`src/rtl/fetch_unit_if.sv`:
```
// Handshake bundle between the fetch unit, instruction memory and decode.
// The fetch unit connects through the master modport.
interface fetch_unit_if #(
    parameter int XLEN = 32
);
    logic            imem_req;
    logic [XLEN-1:0] imem_addr;
    logic [31:0]     imem_rdata;
    logic            redirect_valid;
    logic [XLEN-1:0] redirect_pc;
    logic            id_valid;
    logic            id_ready;
    logic [XLEN-1:0] id_pc;
    logic [31:0]     id_instr;

    modport master (
        output imem_req, imem_addr, id_valid, id_pc, id_instr,
        input  imem_rdata, redirect_valid, redirect_pc, id_ready
    );

    modport slave (
        input  imem_req, imem_addr, id_valid, id_pc, id_instr,
        output imem_rdata, redirect_valid, redirect_pc, id_ready
    );
endinterface

```
`src/rtl/fetch_unit.sv`:
```
// Instruction fetch stage: a PC, a one-deep request tracker for a synchronous
// instruction memory and a two-entry in-order buffer feeding decode.
module fetch_unit #(
    parameter int              XLEN     = 32,
    parameter logic [XLEN-1:0] RESET_PC = '0,
    parameter int              PC_STEP  = 4
) (
    input logic         clk,
    input logic         reset,
    fetch_unit_if.master bus
);
    localparam logic [31:0] NOP = 32'h0000_0013;

    logic [XLEN-1:0] pc;
    logic [XLEN-1:0] inflight_addr;
    logic            inflight;
    logic [1:0]      count;
    logic [XLEN-1:0] ent0_pc, ent1_pc;
    logic [31:0]     ent0_instr, ent1_instr;

    logic [XLEN-1:0] aligned_target;
    logic [XLEN-1:0] fetch_addr;
    logic            issue;
    logic            pop;
    logic            push;
    logic [1:0]      remaining;

    // Masking rather than slicing keeps every redirect_pc bit in use.
    assign aligned_target = bus.redirect_pc & ~(XLEN'(3));
    assign fetch_addr     = bus.redirect_valid ? aligned_target : pc;

    // A redirect flushes both the buffer and whatever response is returning.
    assign pop       = (count != 2'd0) && bus.id_ready && !bus.redirect_valid;
    assign push      = inflight && !bus.redirect_valid;
    assign remaining = count - {1'b0, pop};

    assign issue = !reset &&
                   (((3'(count) + 3'(inflight)) < 3'd2) ||
                    ((count != 2'd0) && bus.id_ready) ||
                    bus.redirect_valid);

    assign bus.imem_req  = issue;
    assign bus.imem_addr = reset ? RESET_PC : fetch_addr;
    assign bus.id_valid  = (count != 2'd0);
    assign bus.id_pc     = ent0_pc;
    assign bus.id_instr  = ent0_instr;

    // Entry 0 is always the head; it keeps its contents when the buffer
    // drains so decode sees the last instruction held.
    always_ff @(posedge clk or posedge reset) begin
        if (reset) begin
            pc            <= RESET_PC;
            inflight      <= 1'b0;
            inflight_addr <= RESET_PC;
            count         <= 2'd0;
            ent0_pc       <= RESET_PC;
            ent0_instr    <= NOP;
            ent1_pc       <= RESET_PC;
            ent1_instr    <= NOP;
        end else begin
            inflight      <= issue;
            inflight_addr <= fetch_addr;
            if (issue) begin
                pc <= fetch_addr + XLEN'(PC_STEP);
            end

            if (bus.redirect_valid) begin
                count <= 2'd0;
            end else begin
                count <= remaining + {1'b0, push};
            end

            if (pop && (count == 2'd2)) begin
                ent0_pc    <= ent1_pc;
                ent0_instr <= ent1_instr;
            end

            if (push) begin
                if (remaining == 2'd0) begin
                    ent0_pc    <= inflight_addr;
                    ent0_instr <= bus.imem_rdata;
                end else begin
                    ent1_pc    <= inflight_addr;
                    ent1_instr <= bus.imem_rdata;
                end
            end
        end
    end
endmodule

```
`src/flat_wrapper.sv`:
```
// flat-port wrapper written by rule: the top's interface ports become plain ports
module fetch_unit_flat 
#(
    parameter int              XLEN     = 32,
    parameter logic [XLEN-1:0] RESET_PC = '0,
    parameter int              PC_STEP  = 4
)
  (clk, reset, bus_imem_req, bus_imem_addr, bus_id_valid, bus_id_pc, bus_id_instr, bus_imem_rdata, bus_redirect_valid, bus_redirect_pc, bus_id_ready);
  fetch_unit_if #(.XLEN(XLEN)) bus_i ();
  input logic clk;
  input logic reset;
  output wire logic [$bits(bus_i.imem_req)-1:0] bus_imem_req;
  output wire logic [$bits(bus_i.imem_addr)-1:0] bus_imem_addr;
  output wire logic [$bits(bus_i.id_valid)-1:0] bus_id_valid;
  output wire logic [$bits(bus_i.id_pc)-1:0] bus_id_pc;
  output wire logic [$bits(bus_i.id_instr)-1:0] bus_id_instr;
  input wire logic [$bits(bus_i.imem_rdata)-1:0] bus_imem_rdata;
  input wire logic [$bits(bus_i.redirect_valid)-1:0] bus_redirect_valid;
  input wire logic [$bits(bus_i.redirect_pc)-1:0] bus_redirect_pc;
  input wire logic [$bits(bus_i.id_ready)-1:0] bus_id_ready;
  assign bus_imem_req = bus_i.imem_req;
  assign bus_imem_addr = bus_i.imem_addr;
  assign bus_id_valid = bus_i.id_valid;
  assign bus_id_pc = bus_i.id_pc;
  assign bus_id_instr = bus_i.id_instr;
  assign bus_i.imem_rdata = bus_imem_rdata;
  assign bus_i.redirect_valid = bus_redirect_valid;
  assign bus_i.redirect_pc = bus_redirect_pc;
  assign bus_i.id_ready = bus_id_ready;
  fetch_unit #(.XLEN(XLEN), .RESET_PC(RESET_PC), .PC_STEP(PC_STEP)) u_core (.clk(clk), .reset(reset), .bus(bus_i));
endmodule
```
`config.mk`:
```
export PLATFORM = sky130hd
export DESIGN_NAME = fetch_unit_flat
export DESIGN_NICKNAME = d
export VERILOG_FILES = /design/src/rtl/fetch_unit_if.sv /design/src/rtl/fetch_unit.sv /design/src/flat_wrapper.sv
export SDC_FILE = /design/constraint.sdc
export NUM_CORES = 1
export LEC_CHECK = 0
export CAP_MARGIN = 20
export CORE_AREA = 2 2 176 195
export CTS_BUF_LIST = sky130_fd_sc_hd__clkbuf_8
export DETAILED_ROUTE_END_ITERATION = 8
export DIE_AREA = 0 0 178 197
export PLACE_DENSITY = 0.58
export SLEW_MARGIN = 15
export SYNTH_ARGS = -nofsm -noshare
export SYNTH_HDL_FRONTEND = slang
export SYNTH_SLANG_ARGS = --single-unit
```
`constraint.sdc`:
```
create_clock -name clk -period 7.5 [get_ports clk]
set_clock_uncertainty 0.05 [all_clocks]
set_input_delay 1.5 -clock clk [delete_from_list [all_inputs] [get_ports clk]]
set_output_delay 1.5 -clock clk [all_outputs]
set_load 0.05 [all_outputs]
```
==> flow_metrics.tcl <==
set metrics [dict create \
    cts_hold_buf 0 \
    min_period_ns 5.79 \
    r2r_slack_ns 4.23 \
    rsz0062_at_grt "false" \
    tns_ns 0 \
    die_h_um 197 \
    critical_path_buf_inv_count 4 \
    syn_avg_cell_area_um2 11.1 \
    numCtsBuffers 17 \
    synth_common_cells "dfrtp_1, nand2_1, mux2i_1" \
    ant_nets 0 \
    cp-start-kind "primary input" \
    final_hold_viol_count 0 \
    grt_pass1_vias 6374 \
    fin_cells 1391 \
    crit_slowest_cell "clkdlybuf4s50_1" \
    wl_um 22300 \
    crit_type "in2out" \
    route.layer.met1.wl_um 10700 \
    timing.rr.end "u_core.ent1_instr[6]$_DFFE_PP0P_" \
    ir_drop_v 0.000103 \
    cts_setup_buffers 0 \
    n_antenna_cell 0 \
    hold_start "u_core.inflight_addr[28]$_DFF_PP0_" \
    overflow 0 \
    wire_per_inst_um 16.0 \
    clk_latency_ns 0.48 \
    drc 0 \
    power.leakage_nw 4.59 \
    drt_iter0_markers 328 \
    yosys-top-cells-area "dfrtp_1, mux2i_1, mux2_2" \
    h-tree-depth 4 \
    portBuffers 163 \
    crit_fanout 16 \
    coreArea_um2 33000 \
    min_path_cells 2 \
    report.final.slew_viol_count 0 \
    yosys_warnings 0 \
    dp.cells 1359 \
    antenna_found_initial 0 \
    synth_top_area_share_pct 53.5 \
    cts_buffer_depth 2 \
    max_stage_delay_ns 0.94 \
    grtUsageTotal_pct 13.1 \
    path_common_cell "clkdlybuf4s50_1" \
    dr_total_vias 6313 \
    place_congestion 0.782 \
    drive_gt1_share_pct 13.6 \
    path_clk_slew_ns 0.11 \
    worstMarginPinSlew_ns 0.894 \
    cts_tree "built" \
    worstRegToRegCells 8 \
    path_delay_family "buffers and inverters" \
    cts_sinks 195 \
    boundaryPins 166 \
    status "completed" \
    row_count 70 \
    syn_nets 868 \
    hold_ws_ns 0.426 \
    slew_headroom_pct 40.4 \
    synth_seq_area_share_pct 55.3 \
    arrival_ns 4.24 \
    wl_met3_um 934 \
    period_share_pct 77.3 \
    setup_viol 0 \
    synth_seq_cells 195 \
    die_w_um 178 \
    layout.nets 1017 \
    met2WireLength_um 10400 \
    synth_cells 797 \
    r2r-start "u_core.count[1]$_DFF_PP0_" \
    grt_start_max_net_pins 84 \
    maxCapViolCount 0 \
    firstDrtPassIters 4 \
    hpwl_um 15700 \
    cp-end-kind "output port" \
    cts_resized 0 \
    grt_first_pass_wirelength_um 35500 \
    ys_async_sr_fraction_pct 100 \
    syn-cell-area_um2 8840 \
    yosys.area.top_type "dfrtp_1" \
    initial_core_util_pct 26.8 \
    dr.max_layer_used "met4" \
    crit_start "reset" \
    synth_edf_count 0 \
    syn_to_final_growth_pct 28.0 \
    die-area_um2 35100 \
    worstPathRequired_ns 5.95 \
    synth_cell_type_count 50 \
    via_per_inst 4.54 \
    synthFlopType "dfrtp_1" \
    hold_end "u_core.bus.id_pc[28]$_DFF_PP0_" \
    cts-root-buf "clkbuf_8" \
    min_path_type "reg2reg" \
    crit_path_cell_trace "clkdlybuf4s50_1, clkinvlp_4, buf_4, and2_1, clkdlybuf4s50_1" \
    max_freq_mhz 173 \
    powerDensity_nw_per_um2 344 \
    yosys.cell_count.top_type "dfrtp_1" \
]
[where the power goes]
| group | internal (W) | switching [W] |
|---|---|---|
| registers | 0.00143 | 0.000205 |
| logic | 0.000593 | 0.000983 |
| clock network | 0.000252 | 0.000434 |
[final cells by class]
cell class | count | area, µm²
fill | 3348 | 21700
multi-input combinational | 530 | 3670
timing repair buffer | 175 | 1720
inverter | 27 | 105
sequential | 195 | 4890
tap | 432 | 541
clock inverter | 15 | 165
clock buffer | 17 | 234
[per-layer routing]
layer / track usage, % / vias to the layer above
met2: 20.7 / 128
met3: 2.95 / 12
li1: - / 3072
met5: 0 / -
met1: 18.0 / 3101
met4: 3.61 / 0
[placed cells by master, fill, tap and decap left out, drive strengths merged, types with 3 or more instances in the layout]
master         count
nor4               4
mux2              69
nand3             17
buf               13
nand4b             5
or4                3
nand3b             8
dfstp              6
clkbuf            17
ha                 3
nor3               5
dfrtp            189
clkdlybuf4s50    162
o31ai             10
o31a               4
a21oi              9
nand2            119
clkinv             4
mux2i             86
a211oi             3
xnor2             14
clkinvlp           4
nor2              27
nand2b             3
inv               34
nand4             10
a22oi              4
nor2b              5
o21ai             83
or2                3
and2              11
[registers in the layout (all words and copies together), names as in the netlist]
register,flops
u_core.pc,32
u_core.ent1_instr,32
u_core.inflight,1
u_core.inflight_addr,32
u_core.bus.id_instr,32
u_core.ent1_pc,32
u_core.count,2
u_core.bus.id_pc,32
[worst min-delay path: stages (launching register included)]
cell and delay [ns]:
dfrtp_1 0.35, nand2_1 0.04, o21ai_0 0.06
[metrics by stage]
| step | setup slack [ns] | cell area [µm²] | util, % | total power [W] |
|---|---|---|---|---|
| after detailed placement | 1.62 | 10900 | 33.1 | 0.00326 |
| after global routing | 1.50 | 11300 | 34.3 | 0.00414 |
| after global placement | 1.59 | 10900 | 33.1 | 0.00323 |
| after CTS | 1.62 | 11300 | 34.3 | 0.00397 |
| final | 1.71 | 11300 | 34.3 | 0.00390 |
| after floorplan | 0.432 | 8850 | - | 0.00269 |
[how the worst max path moves through the flow]
| stage | endpoint | slack (ns) | cells after the start |
|---|---|---|---|
| 3_3_place_gp | bus_imem_addr[23] | 1.59 | 5 |
| 6_report | bus_imem_addr[23] | 1.71 | 5 |
| 2_1_floorplan | bus_imem_addr[11] | 0.43 | 3 |
| 3_5_place_dp | bus_imem_addr[23] | 1.62 | 5 |
| 5_1_grt | bus_imem_addr[23] | 1.50 | 5 |
| 4_1_cts | bus_imem_addr[23] | 1.62 | 5 |
[logic make-up (layout without fill, tap and decap cells)]
family / Yosys count / count (layout) / share of synthesized area (%)
buffers and inverters: 72 / 234 / 3.38
flip-flops: 195 / 195 / 55.3
adder cells (fa/ha/maj): 3 / 3 / 0.424
XOR/XNOR: 16 / 16 / 1.58
AO/OA/AOI/OAI: 128 / 128 / 8.42
AND/OR/NAND/NOR: 228 / 228 / 12.4
multiplexers: 155 / 155 / 18.5
Note: power is estimated with default switching activity, not from simulation.
